==> config.mk <==
export PLATFORM = sky130hd
export DESIGN_NAME = fusion_frame_sequencer
export DESIGN_NICKNAME = d
export VERILOG_FILES = /design/src/rtl/fusion_frame_sequencer_pkg.sv /design/src/rtl/fusion_join_slot.sv /design/src/rtl/fusion_frame_sequencer.sv
export SDC_FILE = /design/constraint.sdc
export NUM_CORES = 1
export LEC_CHECK = 0
export ABC_AREA = 1
export BUFFER_PORTS_ARGS = -buffer_cell sky130_fd_sc_hd__buf_2
export CAP_MARGIN = 20
export CORE_AREA = 2 2 122 76
export CTS_BUF_LIST = sky130_fd_sc_hd__clkbuf_4 sky130_fd_sc_hd__clkbuf_8
export DETAILED_ROUTE_END_ITERATION = 12
export DIE_AREA = 0 0 124 78
export GPL_TIMING_DRIVEN = 0
export PLACE_DENSITY = 0.7
export SYNTH_ARGS = -nofsm -noshare
export SYNTH_HDL_FRONTEND = slang
export SYNTH_HIERARCHICAL = 1
export SYNTH_SLANG_ARGS = --single-unit
==> constraint.sdc <==
create_clock -name axi_clk -period 2.4 [get_ports axi_clk]
set_input_delay 0.12 -clock axi_clk [delete_from_list [all_inputs] [get_ports axi_clk]]
set_output_delay 0.12 -clock axi_clk [all_outputs]
set_load 0.01 [all_outputs]
==> src/rtl/fusion_frame_sequencer_pkg.sv <==
// Shared definitions for the fusion frame sequencer: FSM encoding, byte-lane
// positions inside the packed core word, and the frame size helper.
package fusion_frame_sequencer_pkg;

    typedef enum logic [1:0] {
        ST_IDLE = 2'd0,
        ST_RUN  = 2'd1,
        ST_DONE = 2'd2
    } seq_state_t;

    // Lane index within the packed word {old, fused, new, avg}.
    localparam int LANE_AVG   = 0;
    localparam int LANE_NEW   = 1;
    localparam int LANE_FUSED = 2;
    localparam int LANE_OLD   = 3;

    localparam int DEF_IM_LEN       = 520;
    localparam int DEF_IM_WID       = 520;
    localparam int PIXELS_PER_FRAME = DEF_IM_LEN * DEF_IM_WID;

    function automatic int pixels_per_frame(input int im_len, input int im_wid);
        return im_len * im_wid;
    endfunction

endpackage

==> src/rtl/fusion_join_slot.sv <==
// Four-input stream join feeding a one-deep registered output slot.
// Every participating source is consumed in the same cycle or not at all.
module fusion_join_slot
    import fusion_frame_sequencer_pkg::*;
#(
    parameter int DATA_WIDTH        = 8,
    parameter int OUTPUT_DATA_WIDTH = 32
) (
    input  logic                         clk,
    input  logic                         rst_n,
    input  logic                         enable,
    input  logic                         warmup,
    input  logic                         flush,
    input  logic                         last_in,
    input  logic                         avg_valid,
    input  logic [DATA_WIDTH-1:0]        avg_data,
    input  logic                         new_valid,
    input  logic [DATA_WIDTH-1:0]        new_data,
    input  logic                         fused_valid,
    input  logic [DATA_WIDTH-1:0]        fused_data,
    input  logic                         old_valid,
    input  logic [DATA_WIDTH-1:0]        old_data,
    output logic                         avg_ready,
    output logic                         new_ready,
    output logic                         fused_ready,
    output logic                         old_ready,
    output logic                         join_ok,
    output logic                         out_valid,
    output logic [OUTPUT_DATA_WIDTH-1:0] out_data,
    output logic                         out_last,
    input  logic                         out_ready
);

    logic                         slot_free;
    logic [OUTPUT_DATA_WIDTH-1:0] packed_word;

    // Slot frees up in the same cycle its current word is taken, giving 1 word/cycle.
    assign slot_free = !out_valid || out_ready;
    assign join_ok   = enable && avg_valid && new_valid && fused_valid
                     && (old_valid || warmup) && slot_free;

    assign avg_ready   = join_ok;
    assign new_ready   = join_ok;
    assign fused_ready = join_ok;
    assign old_ready   = join_ok && !warmup;

    always_comb begin
        packed_word = '0;
        packed_word[LANE_AVG*DATA_WIDTH   +: DATA_WIDTH] = avg_data;
        packed_word[LANE_NEW*DATA_WIDTH   +: DATA_WIDTH] = new_data;
        packed_word[LANE_FUSED*DATA_WIDTH +: DATA_WIDTH] = fused_data;
        packed_word[LANE_OLD*DATA_WIDTH   +: DATA_WIDTH] = warmup ? '0 : old_data;
    end

    always_ff @(posedge clk or negedge rst_n) begin
        if (!rst_n) begin
            out_valid <= 1'b0;
            out_data  <= '0;
            out_last  <= 1'b0;
        end else if (flush) begin
            out_valid <= 1'b0;
        end else if (join_ok) begin
            out_valid <= 1'b1;
            out_data  <= packed_word;
            out_last  <= last_in;
        end else if (out_ready) begin
            out_valid <= 1'b0;
        end
    end

endmodule

==> src/rtl/fusion_frame_sequencer.sv <==
// Frame controller in front of the fusion core: pixel/frame counting, tlast,
// and warm-up gating of the old stream. Optional stall watchdog: FUSION_SEQ_TIMEOUT_EN.
module fusion_frame_sequencer
    import fusion_frame_sequencer_pkg::*;
#(
    parameter int IM_LEN            = DEF_IM_LEN,
    parameter int IM_WID            = DEF_IM_WID,
    parameter int NO_IMAGES         = 16,
    parameter int LOG2_NO_OF_IMAGES = 4,
    parameter int DATA_WIDTH        = 8,
    parameter int OUTPUT_DATA_WIDTH = 32,
    parameter int FRAME_IDX_WIDTH   = 16
`ifdef FUSION_SEQ_TIMEOUT_EN
    ,
    parameter int TIMEOUT_CYCLES    = 1024
`endif
) (
    input  logic                         axi_clk,
    input  logic                         axi_reset_n,
    input  logic                         start,
    input  logic                         s_avg_valid,
    output logic                         s_avg_ready,
    input  logic [DATA_WIDTH-1:0]        s_avg_data,
    input  logic                         s_new_valid,
    output logic                         s_new_ready,
    input  logic [DATA_WIDTH-1:0]        s_new_data,
    input  logic                         s_fused_valid,
    output logic                         s_fused_ready,
    input  logic [DATA_WIDTH-1:0]        s_fused_data,
    input  logic                         s_old_valid,
    output logic                         s_old_ready,
    input  logic [DATA_WIDTH-1:0]        s_old_data,
    output logic                         m_axis_valid,
    output logic [OUTPUT_DATA_WIDTH-1:0] m_axis_output,
    input  logic                         m_axis_ready,
    output logic                         m_axis_last,
`ifdef FUSION_SEQ_TIMEOUT_EN
    output logic                         timeout_err,
`endif
    output logic                         busy,
    output logic                         frame_done,
    output logic                         warmup,
    output logic [FRAME_IDX_WIDTH-1:0]   frame_index
);

    localparam int NPIX = pixels_per_frame(IM_LEN, IM_WID);
    localparam int CNT_W = $clog2(NPIX + 1);
    localparam int FS_W = LOG2_NO_OF_IMAGES + 1;
    localparam logic [CNT_W-1:0] LAST_PIX = CNT_W'(NPIX - 1);
    localparam logic [FS_W-1:0] WARM_FRAMES = FS_W'(NO_IMAGES);

    seq_state_t       state, state_nxt;
    logic [CNT_W-1:0] pixel_cnt;
    logic [FS_W-1:0]  frames_seen;
    logic             all_joined;
    logic             join_en, join_ok, out_hs, last_pix, abort;

    assign join_en  = (state == ST_RUN) && !all_joined;
    assign out_hs   = m_axis_valid && m_axis_ready;
    assign last_pix = (pixel_cnt == LAST_PIX);
    // frames_seen only moves in DONE, so warmup is constant across a frame.
    assign warmup     = (frames_seen < WARM_FRAMES);
    assign busy       = (state == ST_RUN);
    assign frame_done = (state == ST_DONE);

`ifdef FUSION_SEQ_TIMEOUT_EN
    localparam int TO_W = (TIMEOUT_CYCLES > 1) ? $clog2(TIMEOUT_CYCLES) : 1;
    localparam logic [TO_W-1:0] TO_LAST = TO_W'(TIMEOUT_CYCLES - 1);
    logic [TO_W-1:0] stall_cnt;

    assign abort       = (state == ST_RUN) && !join_ok && !out_hs && (stall_cnt == TO_LAST);
    assign timeout_err = abort;

    always_ff @(posedge axi_clk or negedge axi_reset_n) begin
        if (!axi_reset_n) begin
            stall_cnt <= '0;
        end else if ((state != ST_RUN) || join_ok || out_hs || abort) begin
            stall_cnt <= '0;
        end else begin
            stall_cnt <= stall_cnt + TO_W'(1);
        end
    end
`else
    assign abort = 1'b0;
`endif

    fusion_join_slot #(
        .DATA_WIDTH        (DATA_WIDTH),
        .OUTPUT_DATA_WIDTH (OUTPUT_DATA_WIDTH)
    ) u_join_slot (
        .clk         (axi_clk),
        .rst_n       (axi_reset_n),
        .enable      (join_en),
        .warmup      (warmup),
        .flush       (abort),
        .last_in     (last_pix),
        .avg_valid   (s_avg_valid),
        .avg_data    (s_avg_data),
        .new_valid   (s_new_valid),
        .new_data    (s_new_data),
        .fused_valid (s_fused_valid),
        .fused_data  (s_fused_data),
        .old_valid   (s_old_valid),
        .old_data    (s_old_data),
        .avg_ready   (s_avg_ready),
        .new_ready   (s_new_ready),
        .fused_ready (s_fused_ready),
        .old_ready   (s_old_ready),
        .join_ok     (join_ok),
        .out_valid   (m_axis_valid),
        .out_data    (m_axis_output),
        .out_last    (m_axis_last),
        .out_ready   (m_axis_ready)
    );

    always_comb begin
        state_nxt = state;
        case (state)
            ST_IDLE: if (start) state_nxt = ST_RUN;
            ST_RUN: begin
                if (abort) state_nxt = ST_IDLE;
                else if (out_hs && m_axis_last) state_nxt = ST_DONE;
            end
            ST_DONE: state_nxt = ST_IDLE;
            default: state_nxt = ST_IDLE;
        endcase
    end

    always_ff @(posedge axi_clk or negedge axi_reset_n) begin
        if (!axi_reset_n) begin
            state       <= ST_IDLE;
            pixel_cnt   <= '0;
            all_joined  <= 1'b0;
            frames_seen <= '0;
            frame_index <= '0;
        end else begin
            state <= state_nxt;
            case (state)
                ST_RUN: begin
                    if (join_ok) begin
                        pixel_cnt <= pixel_cnt + CNT_W'(1);
                        if (last_pix) all_joined <= 1'b1;
                    end
                end
                ST_DONE: begin
                    frame_index <= frame_index + FRAME_IDX_WIDTH'(1);
                    if (frames_seen < WARM_FRAMES) frames_seen <= frames_seen + FS_W'(1);
                end
                default: begin
                    pixel_cnt  <= '0;
                    all_joined <= 1'b0;
                end
            endcase
        end
    end

endmodule

==> results of run 1 <==
==> tightest hold or removal path: cells and delay by family <==
| kind | cells | cell delay (ns) |
|---|---|---|
| and+or+nand+nor | 2 | 0.12 |
| buffers and inverters | 1 | 0.10 |
==> routing by layer <==
metal	share of wire [%]	routed length, microns	vias to the layer above	track usage, %
met3	7.6	679	8	5.44
met5	0	0	-	0
met4	0.92	82	0	5.51
met2	42	3780	111	29.3
li1	-	-	1677	-
met1	49	4360	1577	28.2
==> state kept, by name, indices dropped and copies added, names as in the netlist <==
name / cells
u_join_slot/out_valid: 1
frames_seen: 5
u_join_slot/out_last: 1
frame_index: 16
all_joined: 1
state: 2
u_join_slot/out_data: 32
pixel_cnt: 19
==> how the worst max path moves through the flow <==
stage,slack [ns],startpoint,depth (start not counted),to
after CTS,0.09,state[1]$_DFFE_PN0P_,16,pixel_cnt[16]$_DFFE_PN0P_
after global routing,-0.02,state[1]$_DFFE_PN0P_,16,pixel_cnt[17]$_DFFE_PN0P_
final,0.18,state[1]$_DFFE_PN0P_,16,pixel_cnt[16]$_DFFE_PN0P_
after global placement,-0.1,state[0]$_DFFE_PN0P_,17,pixel_cnt[14]$_DFFE_PN0P_
after detailed placement,-0.13,state[0]$_DFFE_PN0P_,17,pixel_cnt[16]$_DFFE_PN0P_
after floorplan,0.12,state[0]$_DFFE_PN0P_,17,pixel_cnt[14]$_DFFE_PN0P_
==> per-stage QoR <==
stage          TNS (ns)  util [%]  cell area [sq um]  instances
5_1_grt         -0.0270      56.2               4760        681
4_1_cts               0      56.0               4740        681
2_1_floorplan         0         -               3860        453
3_3_place_gp     -0.905      53.0               4480        661
6_report              0      56.2               4760        681
3_5_place_dp      -1.13      53.3               4510        662
==> logic make-up (layout without fill, tap and decap cells) <==
group | Yosys count | in the layout | synth area share, %
adders and majority gates | 3 | 3 | 0.972
buffers and inverters | 53 | 169 | 7.16
AOI/OAI and AO/OA | 21 | 21 | 3.01
muxes | 1 | 1 | 0.292
xor gates and xnor gates | 15 | 15 | 3.40
and+or+nand+nor | 282 | 282 | 35.2
other | 1 | 1 | 0.0971
DFF | 77 | 77 | 49.9
==> power by group through the flow <==
stage	sequential, mW	clock (mW)	combinational (mW)
6_report	1.49	0.990	0.447
5_1_grt	1.50	1.08	0.508
4_1_cts	1.49	1.03	0.447
3_5_place_dp	1.51	0	0.438
3_3_place_gp	1.51	0	0.425
2_1_floorplan	1.56	0	0.184
==> cell type report <==
class                           count  area [sq um]  share of cell area, %
Sequential cell                    77          1930                   40.5
Multi-Input combinational cell    323          1680                   35.3
Timing Repair Buffer              100           528                   11.1
Clock buffer                       11           145                   3.05
Buffer                             18           143                   3.00
Tap cell                          112           140                   2.95
Inverter                           35           134                   2.82
Clock inverter                      5          58.8                   1.24
==> timing repair <==
action,in CTS,in global routing
gates resized for setup,1,5
endpoints found under the setup margin,12,14
hold endpoints to repair,35,0
setup buffers,2,0
hold buffers,1,0
pin swaps,1,0
==> cell usage after synthesis <==
cell      instances  share of area, %
o21ai_0           5              0.65
nand3_4           1              0.45
dfrtp_1          77                50
nand3b_1          3              0.58
nand2_1         113                11
inv_4             1              0.16
and3_1            1              0.16
buf_6             6               1.7
nor2_2            6              0.97
ha_1              3              0.97
inv_1            31               3.0
buf_2             6              0.78
xor2_1            9               2.0
nor2_4            5               1.5
inv_2             3              0.29
buf_4             6               1.2
nand2_2          32               5.2
nor3_4            1              0.42
nor3_1            1              0.13
mux2_2            1              0.29
a21oi_4           1              0.42
nor2_1           55               5.3
xnor2_1           6               1.4
a21oi_1          15               1.9
nand3_1          27               3.5
conb_1            1             0.097
nand4_1          37               6.0
==> results.sh, run 1 <==
export IMPL_synth_cells=453
export IMPL_period_share_pct=92.5
export IMPL_nets=607
export IMPL_die_h_microns=78
export IMPL_first_pass_iters=5
export IMPL_required_ns=2.64
export IMPL_seq_area_frac_synth_pct=49.9
export IMPL_hold_depth=3
export IMPL_num_io_pins=97
export IMPL_status="complete, no violations"
export IMPL_cts_max_path_buffers=2
export IMPL_power_density_nw_per_um2=615
export IMPL_clkTransAtPathRegs_ns=0.08
export IMPL_start_kind="register"
export IMPL_crit_family="simple AND/OR/NAND/NOR gates"
export IMPL_drc_errors=0
export IMPL_fmax_mhz=450
export IMPL_arrival_ns=2.46
export IMPL_gp_congestion=0.870
export IMPL_grt_max_degree=43
export IMPL_pwr_share_seq_pct=50.9
export IMPL_r2r_cells=16
export IMPL_synthToLayoutAreaGrowth_pct=23.1
export IMPL_die_area_sq_um=9670
export IMPL_fin_ws_ns=0.180
export IMPL_endpoint_kind="register"
export IMPL_final_cell_mix="nand2_1 (113), buf_2 (101), dfrtp_1 (76), nor2_1 (53), nand4_1 (37)"
export IMPL_leakagePower_nw=2.63
export IMPL_die_w_microns=124
export IMPL_grt_pass1_vias=3112
export IMPL_max_stage_delay_ns=0.45
export IMPL_grt_pass1_wl_microns=14700
export IMPL_worst_hold_slack_ns=0.0208
export IMPL_p_sw_share_pct=27.5
export IMPL_clock_sinks=77
export IMPL_post_drt_via_cell_ratio=4.95
export IMPL_synth_distinct_cells=27
export IMPL_gr_total_overflow=0
export IMPL_reg2reg_from="state[1]$_DFFE_PN0P_"
export IMPL_preCtsSetupSlack_ns=-0.128
export IMPL_syn_nets=496
export IMPL_totalPowerFinal_mw=2.93
export IMPL_cts_tree="built"
export IMPL_track_usage_pct=19.7
export IMPL_fin_crit_ns=2.22
export IMPL_hold_end="u_join_slot/out_data[18]$_DFFE_PN0P_"
export IMPL_cp_max_fo=10
export IMPL_yosys_register_bits=77
export IMPL_p_comb_share_pct=15.3
export IMPL_synth_warnings=6
export IMPL_drive_above_1_share_pct=32.9
export IMPL_cts_made_buffers=9
export IMPL_drtIter0Drc=296
export IMPL_antenna_found_initial=0
export IMPL_cts_htree_levels=3
export IMPL_postSynthAreaPerCell_sq_um=8.53
export IMPL_routedWlPerCell_microns=13.1
export IMPL_placementRows=26
export IMPL_dp_hpwl_microns=6660
export IMPL_min_from="s_fused_data[2]"
export IMPL_reg2reg_to="pixel_cnt[16]$_DFFE_PN0P_"
export IMPL_worst_setup_path_type="register to register"
export IMPL_clk_latency_ns=0.35
export IMPL_fp_coreArea_sq_um=8460
export IMPL_p_int_mw=2.12
export IMPL_num_vias=3373
export IMPL_root_buffer="clkbuf_8"
export IMPL_cap_violations=0
export IMPL_initial_core_util_pct=45.7
export IMPL_clkPwrFrac_pct=33.8
export IMPL_finalSetupViolations=0
export IMPL_crit_path_top_delay_cell="dfrtp_2"
export IMPL_worstPathBufferInverterCount=5
export IMPL_hold_viol=0
export IMPL_fillers=771
export IMPL_synth_area_sq_um=3860
export IMPL_drtAntennaViolNets=0
export IMPL_antenna_cells=0
export IMPL_crit_path_cell_trace="nor2_4 > inv_1 > nor2_2 > nand2_1 > a21oi_4 > nand2_1 > inv_1 > buf_4 > inv_1 > nand3_1 > nand2_4 > nor2_4 > buf_4 > nand3_1 > nand2_1 > nor2_1"
export IMPL_skew_ns=0.0126
export IMPL_drt_total_wl_microns=8900
export IMPL_vdd_ir_drop_worst_mv=0.253
export IMPL_slew_violations=0
export IMPL_power_switching_mw=0.805
export IMPL_ff2ff_setup_slack_ns=0.18
export IMPL_hp_class="primary input to register"
export IMPL_layout_cells_most_common="nand2_1"
export IMPL_portBuffers=96
(Power assumes the default switching activity.)
==> inputs of run 2 (changes only) <==
- CORE_AREA: 2 2 122 76 -> 2 2 95 97
- DIE_AREA: 0 0 124 78 -> 0 0 97 99
==> results.sh, run 2 (synthesis results as in run 1) <==
export IMPL_slew_violations=0
export IMPL_clock_sinks=77
export IMPL_fin_ws_ns=0.178
export IMPL_finalSetupViolations=0
export IMPL_period_share_pct=92.6
export IMPL_grt_pass1_vias=3313
export IMPL_first_pass_iters=4
export IMPL_die_h_microns=99
export IMPL_antenna_cells=0
export IMPL_reg2reg_from="state[0]$_DFFE_PN0P_"
export IMPL_hold_viol=0
export IMPL_cts_htree_levels=3
export IMPL_vdd_ir_drop_worst_mv=0.383
export IMPL_leakagePower_nw=2.65
export IMPL_clkTransAtPathRegs_ns=0.09
export IMPL_ff2ff_setup_slack_ns=0.18
export IMPL_die_area_sq_um=9600
export IMPL_p_int_mw=2.29
export IMPL_fp_coreArea_sq_um=8550
export IMPL_reg2reg_to="pixel_cnt[11]$_DFFE_PN0P_"
export IMPL_gp_congestion=0.810
export IMPL_die_w_microns=97
export IMPL_utilization_pct=56.1
export IMPL_largest_register="u_join_slot/out_data"
export IMPL_p_comb_share_pct=14.3
export IMPL_drc_errors=0
export IMPL_cts_tree="built"
export IMPL_initial_core_util_pct=45.2
export IMPL_drt_total_wl_microns=9060
export IMPL_hold_end="u_join_slot/out_data[4]$_DFFE_PN0P_"
export IMPL_fmax_mhz=450
export IMPL_synthToLayoutAreaGrowth_pct=24.3
export IMPL_hold_depth=3
export IMPL_hp_class="primary input to register"
export IMPL_skew_ns=0.00990
export IMPL_drtIter0Drc=141
export IMPL_grt_pass1_wl_microns=15200
export IMPL_endpoint_kind="register"
export IMPL_min_from="s_avg_data[4]"
export IMPL_p_sw_share_pct=26.9
export IMPL_cts_made_buffers=9
export IMPL_final_cell_mix="nand2_1 (113), buf_2 (101), dfrtp_1 (77), nor2_1 (54), nand4_1 (37)"
export IMPL_clkPwrFrac_pct=38.1
export IMPL_largest_reg_flops=32
export IMPL_power_density_nw_per_um2=654
export IMPL_arrival_ns=2.46
export IMPL_preCtsSetupSlack_ns=-0.107
export IMPL_dp_cells=658
export IMPL_fin_cells=677
export IMPL_drtAntennaViolNets=0
export IMPL_antenna_found_initial=0
export IMPL_post_drt_via_cell_ratio=4.97
export IMPL_power_switching_mw=0.845
export IMPL_top_regs="u_join_slot/out_data x32, pixel_cnt x19, frame_index x16"
export IMPL_num_vias=3364
export IMPL_r2r_cells=17
export IMPL_required_ns=2.63
export IMPL_num_io_pins=97
export IMPL_grt_max_degree=63
export IMPL_pwr_share_seq_pct=47.5
export IMPL_cts_max_path_buffers=2
export IMPL_track_usage_pct=19.3
export IMPL_worst_hold_slack_ns=0.0153
export IMPL_totalPowerFinal_mw=3.14
export IMPL_placementRows=34
export IMPL_cp_max_fo=10
export IMPL_fin_crit_ns=2.22
export IMPL_start_kind="register"
export IMPL_routedWlPerCell_microns=13.4
export IMPL_gr_total_overflow=0
export IMPL_layout_cells_most_common="nand2_1"
export IMPL_clk_latency_ns=0.35
export IMPL_nets=607
export IMPL_status="complete, no violations"
export IMPL_drive_above_1_share_pct=32.7
export IMPL_dp_hpwl_microns=6660
export IMPL_fillers=794
export IMPL_root_buffer="clkbuf_8"
export IMPL_worst_setup_path_type="register to register"
export IMPL_cap_violations=0
export IMPL_portBuffers=96
## run 2: changes by cell type in the layout (fill, tap and decap cells not counted), sizes merged
cell / before / now
bufinv: 1 / 3
clkbuf: 11 / 9
## run 2: final cells by class
type | count | area, sq um | share of cell area (%)
clock inverters | 7 | 123 | 2.55
flip-flops and latches | 77 | 1930 | 40.1
multi-input cells | 323 | 1680 | 34.9
plain buffers | 18 | 146 | 3.05
repair buffers | 100 | 536 | 11.2
well taps | 108 | 135 | 2.81
clock buffers | 9 | 124 | 2.58
inverters | 35 | 134 | 2.79
## run 2: worst max-delay path by stage
stage / start / end / slack, ns / depth (start not counted)
global placement: state[0]$_DFFE_PN0P_ / pixel_cnt[10]$_DFFE_PN0P_ / -0.05 / 17
finish: state[0]$_DFFE_PN0P_ / pixel_cnt[11]$_DFFE_PN0P_ / 0.18 / 17
detailed placement: state[0]$_DFFE_PN0P_ / pixel_cnt[14]$_DFFE_PN0P_ / -0.11 / 17
floorplan: state[0]$_DFFE_PN0P_ / pixel_cnt[14]$_DFFE_PN0P_ / 0.12 / 17
global route: state[0]$_DFFE_PN0P_ / pixel_cnt[10]$_DFFE_PN0P_ / -0.02 / 17
CTS: state[0]$_DFFE_PN0P_ / pixel_cnt[14]$_DFFE_PN0P_ / 0.07 / 17
## run 2: repair_timing
action / in CTS / in global routing
endpoints found under the hold margin: 77 / 0
hold buffers: 1 / 0
pin swaps: 1 / 0
setup endpoints to repair: 12 / 13
gates resized for setup: 3 / 3
buffers inserted: 1 / 1
## run 2: stage by stage
stage | TNS (ns) | instance area (sq um)
after detailed placement | -0.864 | 4510
after CTS | 0 | 4780
final | 0 | 4800
after global routing | -0.0292 | 4800
after global placement | -0.462 | 4480
after floorplan | 0 | 3860
## run 2: power by group through the flow
stage	combinational, mW	clock, mW	sequential [mW]
after global placement	0.424	0	1.51
after floorplan	0.184	0	1.56
after detailed placement	0.440	0	1.52
final	0.450	1.20	1.49
after global routing	0.496	1.28	1.51
after CTS	0.447	1.22	1.49
## run 2: metal layers
layer	up-vias	global-route usage [%]	routed length, microns
li1	1675	-	-
met1	1602	25.0	4060
met2	74	33.8	4510
met3	13	2.91	378
met4	0	5.42	112
met5	-	0	0
## run 2: critical path: stages, from the launching register on
cell,delay [ns]
dfrtp_1,0.40
inv_2,0.08
nor2_4,0.10
inv_1,0.05
nor2_1,0.13
nand2_1,0.11
a21oi_4,0.15
nand2_1,0.10
inv_2,0.08
buf_4,0.12
inv_1,0.05
nand3_1,0.12
nand2_4,0.11
nor2_2,0.13
inv_2,0.09
buf_4,0.18
nand2_1,0.07
nor2_1,0.04
==> inputs of run 3 (changes only) <==
- CELL_PAD_IN_SITES_DETAIL_PLACEMENT: default -> 0
- CELL_PAD_IN_SITES_GLOBAL_PLACEMENT: default -> 1
- CORE_AREA: 2 2 95 97 -> 2 2 101 103
- DIE_AREA: 0 0 97 99 -> 0 0 103 105
- MAX_ROUTING_LAYER: default -> met4
- PLACE_DENSITY: 0.7 -> default
- PLACE_DENSITY_LB_ADDON: default -> 0.1
- SLEW_MARGIN: default -> 15
==> results.sh, run 3 (synthesis results as in run 1) <==
export IMPL_max_stage_delay_ns=0.42
export IMPL_drtAntennaViolNets=0
export IMPL_cts_max_path_buffers=2
export IMPL_layout_cells_most_common="nand2_1"
export IMPL_p_int_mw=2.09
export IMPL_drive_above_1_share_pct=33.4
export IMPL_routedWlPerCell_microns=12.7
export IMPL_hp_class="primary input to register"
export IMPL_rsz0062_at_grt="no"
export IMPL_clock_sinks=77
export IMPL_first_pass_iters=4
export IMPL_clkPwrFrac_pct=32.9
export IMPL_power_switching_mw=0.809
export IMPL_crit_path_cell_trace="inv_2 > nor2_4 > inv_1 > nor2_2 > nand2_2 > a21oi_4 > nand2_2 > inv_2 > buf_4 > inv_1 > nand3_2 > nand2_4 > nor2_4 > inv_2 > buf_4 > nand2_1 > nor2_1"
export IMPL_die_area_sq_um=10800
export IMPL_drt_total_wl_microns=8960
export IMPL_cp_max_fo=10
export IMPL_p_sw_share_pct=27.9
export IMPL_dp_hpwl_microns=6390
export IMPL_grt_max_degree=57
export IMPL_pwr_share_seq_pct=51.3
export IMPL_start_kind="register"
export IMPL_clk_latency_ns=0.35
export IMPL_crit_path_top_delay_cell="dfrtp_1"
export IMPL_nets=613
export IMPL_preCtsSetupSlack_ns=-0.208
export IMPL_root_buffer="clkbuf_8"
export IMPL_initial_core_util_pct=40.1
export IMPL_fp_coreArea_sq_um=9640
export IMPL_hold_depth=3
export IMPL_antenna_found_initial=0
export IMPL_period_share_pct=90.2
export IMPL_drtIter0Drc=91
export IMPL_power_density_nw_per_um2=597
export IMPL_fin_crit_ns=2.16
export IMPL_num_vias=3313
export IMPL_vdd_ir_drop_worst_mv=0.260
export IMPL_num_io_pins=97
export IMPL_drc_errors=0
export IMPL_hold_viol=0
export IMPL_cts_htree_levels=3
export IMPL_fmax_mhz=462
export IMPL_portBuffers=96
export IMPL_min_from="s_fused_data[6]"
export IMPL_antenna_cells=0
export IMPL_largest_register="u_join_slot/out_data"
export IMPL_leakagePower_nw=2.66
export IMPL_totalPowerFinal_mw=2.90
export IMPL_crit_family="simple AND/OR/NAND/NOR gates"
export IMPL_top_regs="u_join_slot/out_data x32, pixel_cnt x19, frame_index x16"
export IMPL_cts_tree="built"
export IMPL_die_h_microns=105
export IMPL_hold_end="u_join_slot/out_data[22]$_DFFE_PN0P_"
export IMPL_endpoint_kind="register"
export IMPL_cpMostUsedCell="inv_2"
export IMPL_finalSetupTns_ns=0
export IMPL_worst_setup_path_type="register to register"
export IMPL_slew_violations=0
export IMPL_p_comb_share_pct=15.8
export IMPL_track_usage_pct=17.9
export IMPL_ff2ff_setup_slack_ns=0.24
export IMPL_cap_violations=0
export IMPL_fin_ws_ns=0.235
export IMPL_skew_ns=0.00727
export IMPL_fillers=997
export IMPL_required_ns=2.64
export IMPL_utilization_pct=50.4
export IMPL_grt_pass1_vias=3179
export IMPL_synthToLayoutAreaGrowth_pct=25.7
export IMPL_gp_congestion=0.765
export IMPL_status="complete, no violations"
export IMPL_finalSetupViolations=0
export IMPL_post_drt_via_cell_ratio=4.69
export IMPL_placementRows=36
export IMPL_grt_pass1_wl_microns=15000
export IMPL_final_cell_mix="nand2_1 (111), buf_2 (101), dfrtp_1 (77), nor2_1 (53), nand4_1 (37)"
export IMPL_worst_hold_slack_ns=0.0216
export IMPL_r2r_cells=17
export IMPL_cts_made_buffers=9
export IMPL_reg2reg_to="pixel_cnt[13]$_DFFE_PN0P_"
export IMPL_arrival_ns=2.40
export IMPL_reg2reg_from="state[0]$_DFFE_PN0P_"
export IMPL_worstPathBufferInverterCount=7
export IMPL_largest_reg_flops=32
export IMPL_gr_total_overflow=0
export IMPL_die_w_microns=103
export IMPL_clkTransAtPathRegs_ns=0.08
## run 3: changes by cell type in the layout (fill, tap and decap cells not counted), moves of 2 or more
| cell | previous run | this run |
|---|---|---|
| clkinv_2 | 0 | 3 |
| dlygate4sd3_1 | 1 | 5 |
| bufinv_16 | 3 | 1 |
| nand2_1 | 113 | 111 |
| nand2_2 | 31 | 33 |
| nor2_4 | 7 | 9 |
## run 3: worst max-delay path by stage
stage                          from                   endpoint  slack [ns]  depth (start not counted)
4_1_cts        state[0]$_DFFE_PN0P_  pixel_cnt[16]$_DFFE_PN0P_        0.04                         17
5_1_grt        state[0]$_DFFE_PN0P_  pixel_cnt[16]$_DFFE_PN0P_        0.05                         17
6_report       state[0]$_DFFE_PN0P_  pixel_cnt[13]$_DFFE_PN0P_        0.24                         17
2_1_floorplan  state[0]$_DFFE_PN0P_  pixel_cnt[14]$_DFFE_PN0P_        0.12                         17
3_3_place_gp   state[0]$_DFFE_PN0P_  pixel_cnt[16]$_DFFE_PN0P_       -0.16                         17
3_5_place_dp   state[0]$_DFFE_PN0P_  pixel_cnt[16]$_DFFE_PN0P_       -0.21                         17
## run 3: power groups by stage
| stage | combinational (mW) | clock, mW | sequential, mW |
|---|---|---|---|
| 2_1_floorplan | 0.184 | 0 | 1.56 |
| 3_3_place_gp | 0.424 | 0 | 1.51 |
| 3_5_place_dp | 0.438 | 0 | 1.51 |
| 4_1_cts | 0.451 | 0.991 | 1.49 |
| 5_1_grt | 0.517 | 1.05 | 1.50 |
| 6_report | 0.459 | 0.954 | 1.49 |
## run 3: through the flow
step / cells / instance area, sq um
after floorplan: 453 / 3860
after global placement: 682 / 4510
after detailed placement: 683 / 4540
after CTS: 704 / 4790
after global routing: 707 / 4850
final: 707 / 4850
## run 3: routing by layer
metal	GRT usage, %	routed length [microns]
met1	23.9	4320
met2	27.1	4130
met3	2.88	344
met4	7.33	159
met5	-	0
## run 3: worst min-delay path, stage by stage
cell	delay, ns
buf_2	0.09
nand4_1	0.08
nand2_1	0.05
## run 3: cell type report
class | instances | area (sq um) | area share (%)
plain buffers | 18 | 150 | 3.09
clock buffers | 10 | 131 | 2.71
clock inverters | 5 | 52.6 | 1.08
inverters | 35 | 134 | 2.76
multi-input cells | 323 | 1700 | 35.1
flip-flops and latches | 77 | 1930 | 39.7
well taps | 133 | 166 | 3.43
repair buffers | 106 | 591 | 12.2
## run 3: what timing repair did
| item | CTS | global route |
|---|---|---|
| pin swaps | 1 | 3 |
| hold buffers | 5 | 0 |
| resized for setup | 4 | 10 |
| setup endpoints to repair | 17 | 19 |
| hold endpoints to repair | 25 | 0 |
| buffers inserted | 1 | 3 |
